[src/rtl/gray_rd_arbiter.sv]
`default_nettype none
// +----------------------------------------------------------------------------+
// | Module      : gray_rd_arbiter                                              |
// | Description : Two-engine round-robin arbiter for the gray-image read port, |
// |               with bounded burst lock, tagged data return and finish join. |
// | Revision    : 1.0                                                          |
// +----------------------------------------------------------------------------+
module gray_rd_arbiter #(
    parameter int ADDR_W    = 14,
    parameter int DATA_W    = 8,
    parameter int BURST_MAX = 9
) (
    input  logic              clk,
    input  logic              reset,
    input  logic              gray_ready,
    output logic [ADDR_W-1:0] gray_addr,
    output logic              gray_req,
    input  logic [DATA_W-1:0] gray_data,
    input  logic              r0_req,
    input  logic              r1_req,
    input  logic              r0_lock,
    input  logic              r1_lock,
    input  logic [ADDR_W-1:0] r0_addr,
    input  logic [ADDR_W-1:0] r1_addr,
    output logic              r0_gnt,
    output logic              r1_gnt,
    output logic              r0_rvalid,
    output logic              r1_rvalid,
    output logic [DATA_W-1:0] r0_rdata,
    output logic [DATA_W-1:0] r1_rdata,
    input  logic              r0_finish,
    input  logic              r1_finish,
    output logic              finish
);

    localparam int CNT_W = $clog2(BURST_MAX + 1);

    localparam logic [1:0] c_ST_WAIT_READY = 2'd0;
    localparam logic [1:0] c_ST_RUN        = 2'd1;
    localparam logic [1:0] c_ST_LOCKED     = 2'd2;
    localparam logic [1:0] c_ST_DONE       = 2'd3;

    localparam logic [CNT_W-1:0] c_BURST_MAX = CNT_W'(BURST_MAX);
    localparam logic [CNT_W-1:0] c_CNT_ONE   = CNT_W'(1);

    logic [1:0]        r_state;
    logic              r_owner;
    logic              r_ptr;
    logic [CNT_W-1:0]  r_count;
    logic              r_done0;
    logic              r_done1;
    logic              r_tag;
    logic [ADDR_W-1:0] r_gray_addr;
    logic              r_gray_req;
    logic              r_r0_rvalid;
    logic              r_r1_rvalid;
    logic [DATA_W-1:0] r_r0_rdata;
    logic [DATA_W-1:0] r_r1_rdata;

    logic [1:0]        w_state_nxt;
    logic              w_owner_nxt;
    logic              w_ptr_nxt;
    logic [CNT_W-1:0]  w_count_nxt;
    logic [1:0]        w_gnt;
    logic [1:0]        w_req;
    logic [1:0]        w_lock;
    logic              w_done0_nxt;
    logic              w_done1_nxt;
    logic              w_sel_lock;

    assign w_req  = {r1_req, r0_req};
    assign w_lock = {r1_lock, r0_lock};

    always_comb begin
        w_state_nxt = r_state;
        w_owner_nxt = r_owner;
        w_ptr_nxt   = r_ptr;
        w_count_nxt = r_count;
        w_gnt       = 2'b00;
        w_sel_lock  = 1'b0;

        case (r_state)
            c_ST_WAIT_READY: begin
                if (gray_ready) begin
                    w_state_nxt = c_ST_RUN;
                end
            end

            c_ST_RUN: begin
                // On a tie the pointer picks the winner.
                if (r0_req && (!r1_req || !r_ptr)) begin
                    w_gnt[0] = 1'b1;
                end else if (r1_req) begin
                    w_gnt[1] = 1'b1;
                end
                if (w_gnt != 2'b00) begin
                    w_sel_lock = w_gnt[1] ? r1_lock : r0_lock;
                    if (w_sel_lock) begin
                        w_state_nxt = c_ST_LOCKED;
                        w_owner_nxt = w_gnt[1];
                        w_count_nxt = c_CNT_ONE;
                    end else begin
                        w_ptr_nxt = ~w_gnt[1];
                    end
                end
            end

            c_ST_LOCKED: begin
                if ((r_count == c_BURST_MAX) && w_req[~r_owner]) begin
                    // Burst exhausted with the other engine waiting: hand over.
                    w_gnt[~r_owner] = 1'b1;
                    w_ptr_nxt       = r_owner;
                    if (w_lock[~r_owner]) begin
                        w_owner_nxt = ~r_owner;
                        w_count_nxt = c_CNT_ONE;
                    end else begin
                        w_state_nxt = c_ST_RUN;
                        w_count_nxt = '0;
                    end
                end else if (w_req[r_owner]) begin
                    w_gnt[r_owner] = 1'b1;
                    if (w_lock[r_owner]) begin
                        w_count_nxt = (r_count == c_BURST_MAX) ? c_CNT_ONE
                                                               : r_count + c_CNT_ONE;
                    end else begin
                        w_state_nxt = c_ST_RUN;
                        w_ptr_nxt   = ~r_owner;
                        w_count_nxt = '0;
                    end
                end else begin
                    w_state_nxt = c_ST_RUN;
                    w_ptr_nxt   = ~r_owner;
                    w_count_nxt = '0;
                end
            end

            default: begin
            end
        endcase

        w_done0_nxt = r_done0 | (r0_finish && (r_state != c_ST_WAIT_READY));
        w_done1_nxt = r_done1 | (r1_finish && (r_state != c_ST_WAIT_READY));
        if ((r_state != c_ST_WAIT_READY) && w_done0_nxt && w_done1_nxt) begin
            w_state_nxt = c_ST_DONE;
            w_count_nxt = '0;
        end
    end

    always_ff @(posedge clk) begin
        if (reset) begin
            r_state     <= c_ST_WAIT_READY;
            r_owner     <= 1'b0;
            r_ptr       <= 1'b0;
            r_count     <= '0;
            r_done0     <= 1'b0;
            r_done1     <= 1'b0;
            r_tag       <= 1'b0;
            r_gray_addr <= '0;
            r_gray_req  <= 1'b0;
            r_r0_rvalid <= 1'b0;
            r_r1_rvalid <= 1'b0;
            r_r0_rdata  <= '0;
            r_r1_rdata  <= '0;
        end else begin
            r_state <= w_state_nxt;
            r_owner <= w_owner_nxt;
            r_ptr   <= w_ptr_nxt;
            r_count <= w_count_nxt;
            r_done0 <= w_done0_nxt;
            r_done1 <= w_done1_nxt;

            if (w_gnt != 2'b00) begin
                r_gray_addr <= w_gnt[1] ? r1_addr : r0_addr;
                r_gray_req  <= 1'b1;
                r_tag       <= w_gnt[1];
            end else begin
                r_gray_req  <= 1'b0;
            end

            // Memory is combinational, so data for the driven address is ready now.
            r_r0_rvalid <= r_gray_req && !r_tag;
            r_r1_rvalid <= r_gray_req && r_tag;
            if (r_gray_req && !r_tag) begin
                r_r0_rdata <= gray_data;
            end
            if (r_gray_req && r_tag) begin
                r_r1_rdata <= gray_data;
            end
        end
    end

    assign r0_gnt    = w_gnt[0];
    assign r1_gnt    = w_gnt[1];
    assign gray_addr = r_gray_addr;
    assign gray_req  = r_gray_req;
    assign r0_rvalid = r_r0_rvalid;
    assign r1_rvalid = r_r1_rvalid;
    assign r0_rdata  = r_r0_rdata;
    assign r1_rdata  = r_r1_rdata;
    assign finish    = (r_state == c_ST_DONE);

endmodule
`default_nettype wire
[config.mk]
export PLATFORM = sky130hd
export DESIGN_NAME = gray_rd_arbiter
export DESIGN_NICKNAME = d
export VERILOG_FILES = /design/src/rtl/gray_rd_arbiter.sv
export SDC_FILE = /design/constraint.sdc
export NUM_CORES = 1
export LEC_CHECK = 0
export CORE_UTILIZATION = 35
export DETAILED_ROUTE_END_ITERATION = 10
export GPL_ROUTABILITY_DRIVEN = 0
export PLACE_DENSITY = 0.76
export SLEW_MARGIN = 20
export SYNTH_ARGS = -nofsm -noshare
export SYNTH_HDL_FRONTEND = slang
export SYNTH_SLANG_ARGS = --single-unit
export TNS_END_PERCENT = 1
[constraint.sdc]
create_clock -name clk -period 3.19 [get_ports clk]
set_input_delay 0.4785 -clock clk [delete_from_list [all_inputs] [get_ports clk]]
set_output_delay 0.4785 -clock clk [all_outputs]
set_load 0.005 [all_outputs]
==> impl_metrics.py <==
metrics = {
    "worst_setup_path": {
        "crit_fanout": 15,
        "arrival_ps": 2200,
        "crit_chain": "clkdlybuf4s50_1 > nand3_1 > o22ai_4 > clkdlybuf4s50_1",
        "slowest_stage": "clkdlybuf4s50_1",
        "crit_buf_inv": 2,
        "cp-end-kind": "output pin",
        "cp_top_family": "buffers and inverters",
        "required_ps": 2710,
        "crit_path_frequent_cell": "clkdlybuf4s50_1",
        "crit_type": "in -> out",
        "start_kind": "primary input",
        "cp_slowest_stage_delay_ps": 760,
    },
    "drt": {
        "routed_wl_mm": 5.23,
        "ant_nets": 0,
        "viasPerCell": 5.12,
        "drtIter0Drc": 87,
        "first_pass_iters": 4,
        "via_count": 2131,
        "wl_per_cell_um": 12.6,
        "drc": 0,
    },
    "clocking": {
        "cts_setup_buffers": 0,
        "clk_latency_ps": 300,
        "ctsHoldBuffers": 0,
        "clk_path_buf_depth": 2,
        "cts-root-buf": "clkbuf_8",
        "cts_tree": "built",
        "htree_num_levels": 2,
        "ctsResizeCount": 0,
        "path_clk_slew_ps": 100,
        "cts_buffers": 5,
        "cts.sink_count": 44,
    },
    "job": {
        "maxCapViolCount": 0,
    },
    "layout": {
        "nNetsFinal": 389,
        "syn_to_final_growth_pct": 43.8,
        "antenna_cells": 0,
        "finalNonFillerCells": 416,
        "utilization_pct": 52.4,
        "final_layout_size_suffix_gt1_share_pct": 4.69,
        "fin_area_um2": 3120,
    },
    "global_route": {
        "grt_pass1_vias": 1865,
        "grt_antenna_before_repair": 0,
        "grt_max_degree": 42,
        "grt_pass1_wl_mm": 8.29,
        "overflow": 0,
        "grtUsageTotal_pct": 16.4,
    },
    "power_and_ir_drop": {
        "clockPowerShare_pct": 24.0,
        "p_seq_share_pct": 39.3,
        "p_int_mw": 1.24,
        "switching_share_pct": 32.9,
        "ir_worst_vdd_uv": 300,
        "fin_total_pwr_mw": 1.84,
        "pwr_density_cell_nw_per_um2": 590,
        "combPwrFrac_pct": 36.7,
        "p_switching_mw": 0.606,
        "leakagePower_nw": 1.02,
    },
    "sta": {
        "finalSetupViolCount": 0,
        "min_period_ps": 2680,
        "worstMarginPinSlew_ps": 551,
        "slew_headroom_pct": 63.2,
        "rsz0062_at_grt": "false",
        "setup_tns_ps": 0,
        "hold_viol_final": 0,
        "drv_slew": 0,
        "skew_ps": 10.6,
        "fmax_ghz": 0.373,
        "hold_ws_ps": 461,
        "setup_ws_ps": 512,
        "fin_crit_sh_pct": 84.0,
    },
    "die": {
        "pin_count": 81,
        "start_util_pct": 36.4,
        "coreArea_um2": 5960,
        "fp.dieW_um": 80.8,
        "die_h_um": 80.8,
        "dieArea_um2": 6520,
        "std_cell_rows": 28,
    },
    "run_status": {
        "run_status": "finished, final reports clean",
    },
    "yosys": {
        "synthCells": 268,
        "synth_edf_count": 0,
        "ys_warn_count": 0,
        "ys_seq_elements": 44,
        "synth.yosys.seq_area_share_pct": 40.6,
        "netlist_area_um2": 2170,
        "synth_nets": 317,
        "syn_avg_cell_area_um2": 8.10,
        "synthFlopType": "dfxtp_1",
        "ys_async_sr_fraction_pct": 0,
        "ys_types": 40,
    },
    "hold_path": {
        "hold_path.class": "reg -> reg",
    },
    "place": {
        "post-dp-hpwl_mm": 3.76,
        "post-place-cells": 408,
        "portBuffers": 80,
        "post-place-ws_ps": 491,
        "placed_area_um2": 3010,
    },
}
-- Yosys cell counts, types with 3 or more instances --
library cell	instances	share of area [%]
ha_1	4	2.3
buf_2	3	0.69
nand2_1	40	6.9
nor2b_1	3	0.86
nand3b_1	4	1.4
nand2b_1	3	0.86
o21ai_0	10	2.3
clkbuf_1	14	2.4
nand3_1	16	3.7
a21oi_1	28	6.5
a211oi_1	15	5.2
a31oi_1	4	1.2
inv_1	9	1.6
mux2i_1	16	7.4
dfxtp_1	44	41
nor2_1	27	4.7
-- flip-flops by register name, summed over array words and instances (netlist names) --
register   count
r1_rvalid      1
r_done1        1
r0_rdata       8
r_count        4
r_done0        1
r_owner        1
r1_rdata       8
r_ptr          1
r_state        2
r0_rvalid      1
gray_req       1
r_tag          1
gray_addr     14
-- metal layers --
metal	track usage, %	share of wire (%)	up-vias	wire [um]
li1	-	-	1090	-
met1	19.3	44	972	2310
met2	27.9	48	65	2490
met3	5.28	7.0	4	368
met4	5.89	1.2	0	61
met5	0	0	-	0
-- logic make-up (layout without fill, tap and decap cells) --
family	after synthesis	in the layout	synth area share, %
compound gates	74	74	22.4
xor+xnor	1	1	0.404
fa+ha+maj	4	4	2.31
buf+inv	27	100	5.36
flops	44	44	40.6
mux	16	16	7.38
simple gates	102	102	21.6
-- power by group through the flow --
stage	Clock (mW)	Sequential (mW)	Combinational, mW
2_1_floorplan	0	0.718	0.404
3_3_place_gp	0	0.733	0.668
3_5_place_dp	0	0.736	0.677
4_1_cts	0.455	0.725	0.682
5_1_grt	0.475	0.742	0.751
6_report	0.443	0.723	0.675
-- worst min-delay path: stages, from the launching register on --
cell and delay [ps]:
dfxtp_1 320, nand2_1 50, a21oi_1 50
-- placed cells by master, fill, tap and decap left out, types with 2 or more instances in the layout --
cell type        Yosys  final
buf_4                0      3
and3_1               2      2
nand3_1             16     16
nor3b_1              2      2
ha_1                 4      4
nor2_1              27     27
o21ai_0             10     10
nor2b_1              3      3
clkbuf_8             0      5
mux2i_1             16     16
nand3b_1             4      4
nand2_1             40     40
clkinv_4             0      2
dfxtp_1             44     44
clkdlybuf4s50_1      0     80
inv_1                9      9
a311oi_1             2      2
a211oi_1            15     15
o22ai_1              2      2
a21oi_1             28     28
a31oi_1              4      4
nand2b_1             3      3
-- path summary, 6_finish.rpt --
kind / from / to / slack, ps / cells after the start
max: r1_req / r1_gnt / 510 / 4
min: r0_rdata[5] / r0_rdata[5] / 460 / 2
max reg2reg: r_state[0] / gray_addr[8] / 1100 / 7
min reg2reg: r0_rdata[5] / r0_rdata[5] / 460 / 2
-- layout make-up --
cell class / instances / area (um^2)
Clock buffer: 5 / 68.8
Timing Repair Buffer: 83 / 823
Multi-Input combinational cell: 197 / 1170
Sequential cell: 44 / 881
Inverter: 9 / 33.8
Fill cell: 597 / 2830
Tap cell: 75 / 93.8
Clock inverter: 3 / 47.5
Note: power is estimated with default switching activity, not from simulation.
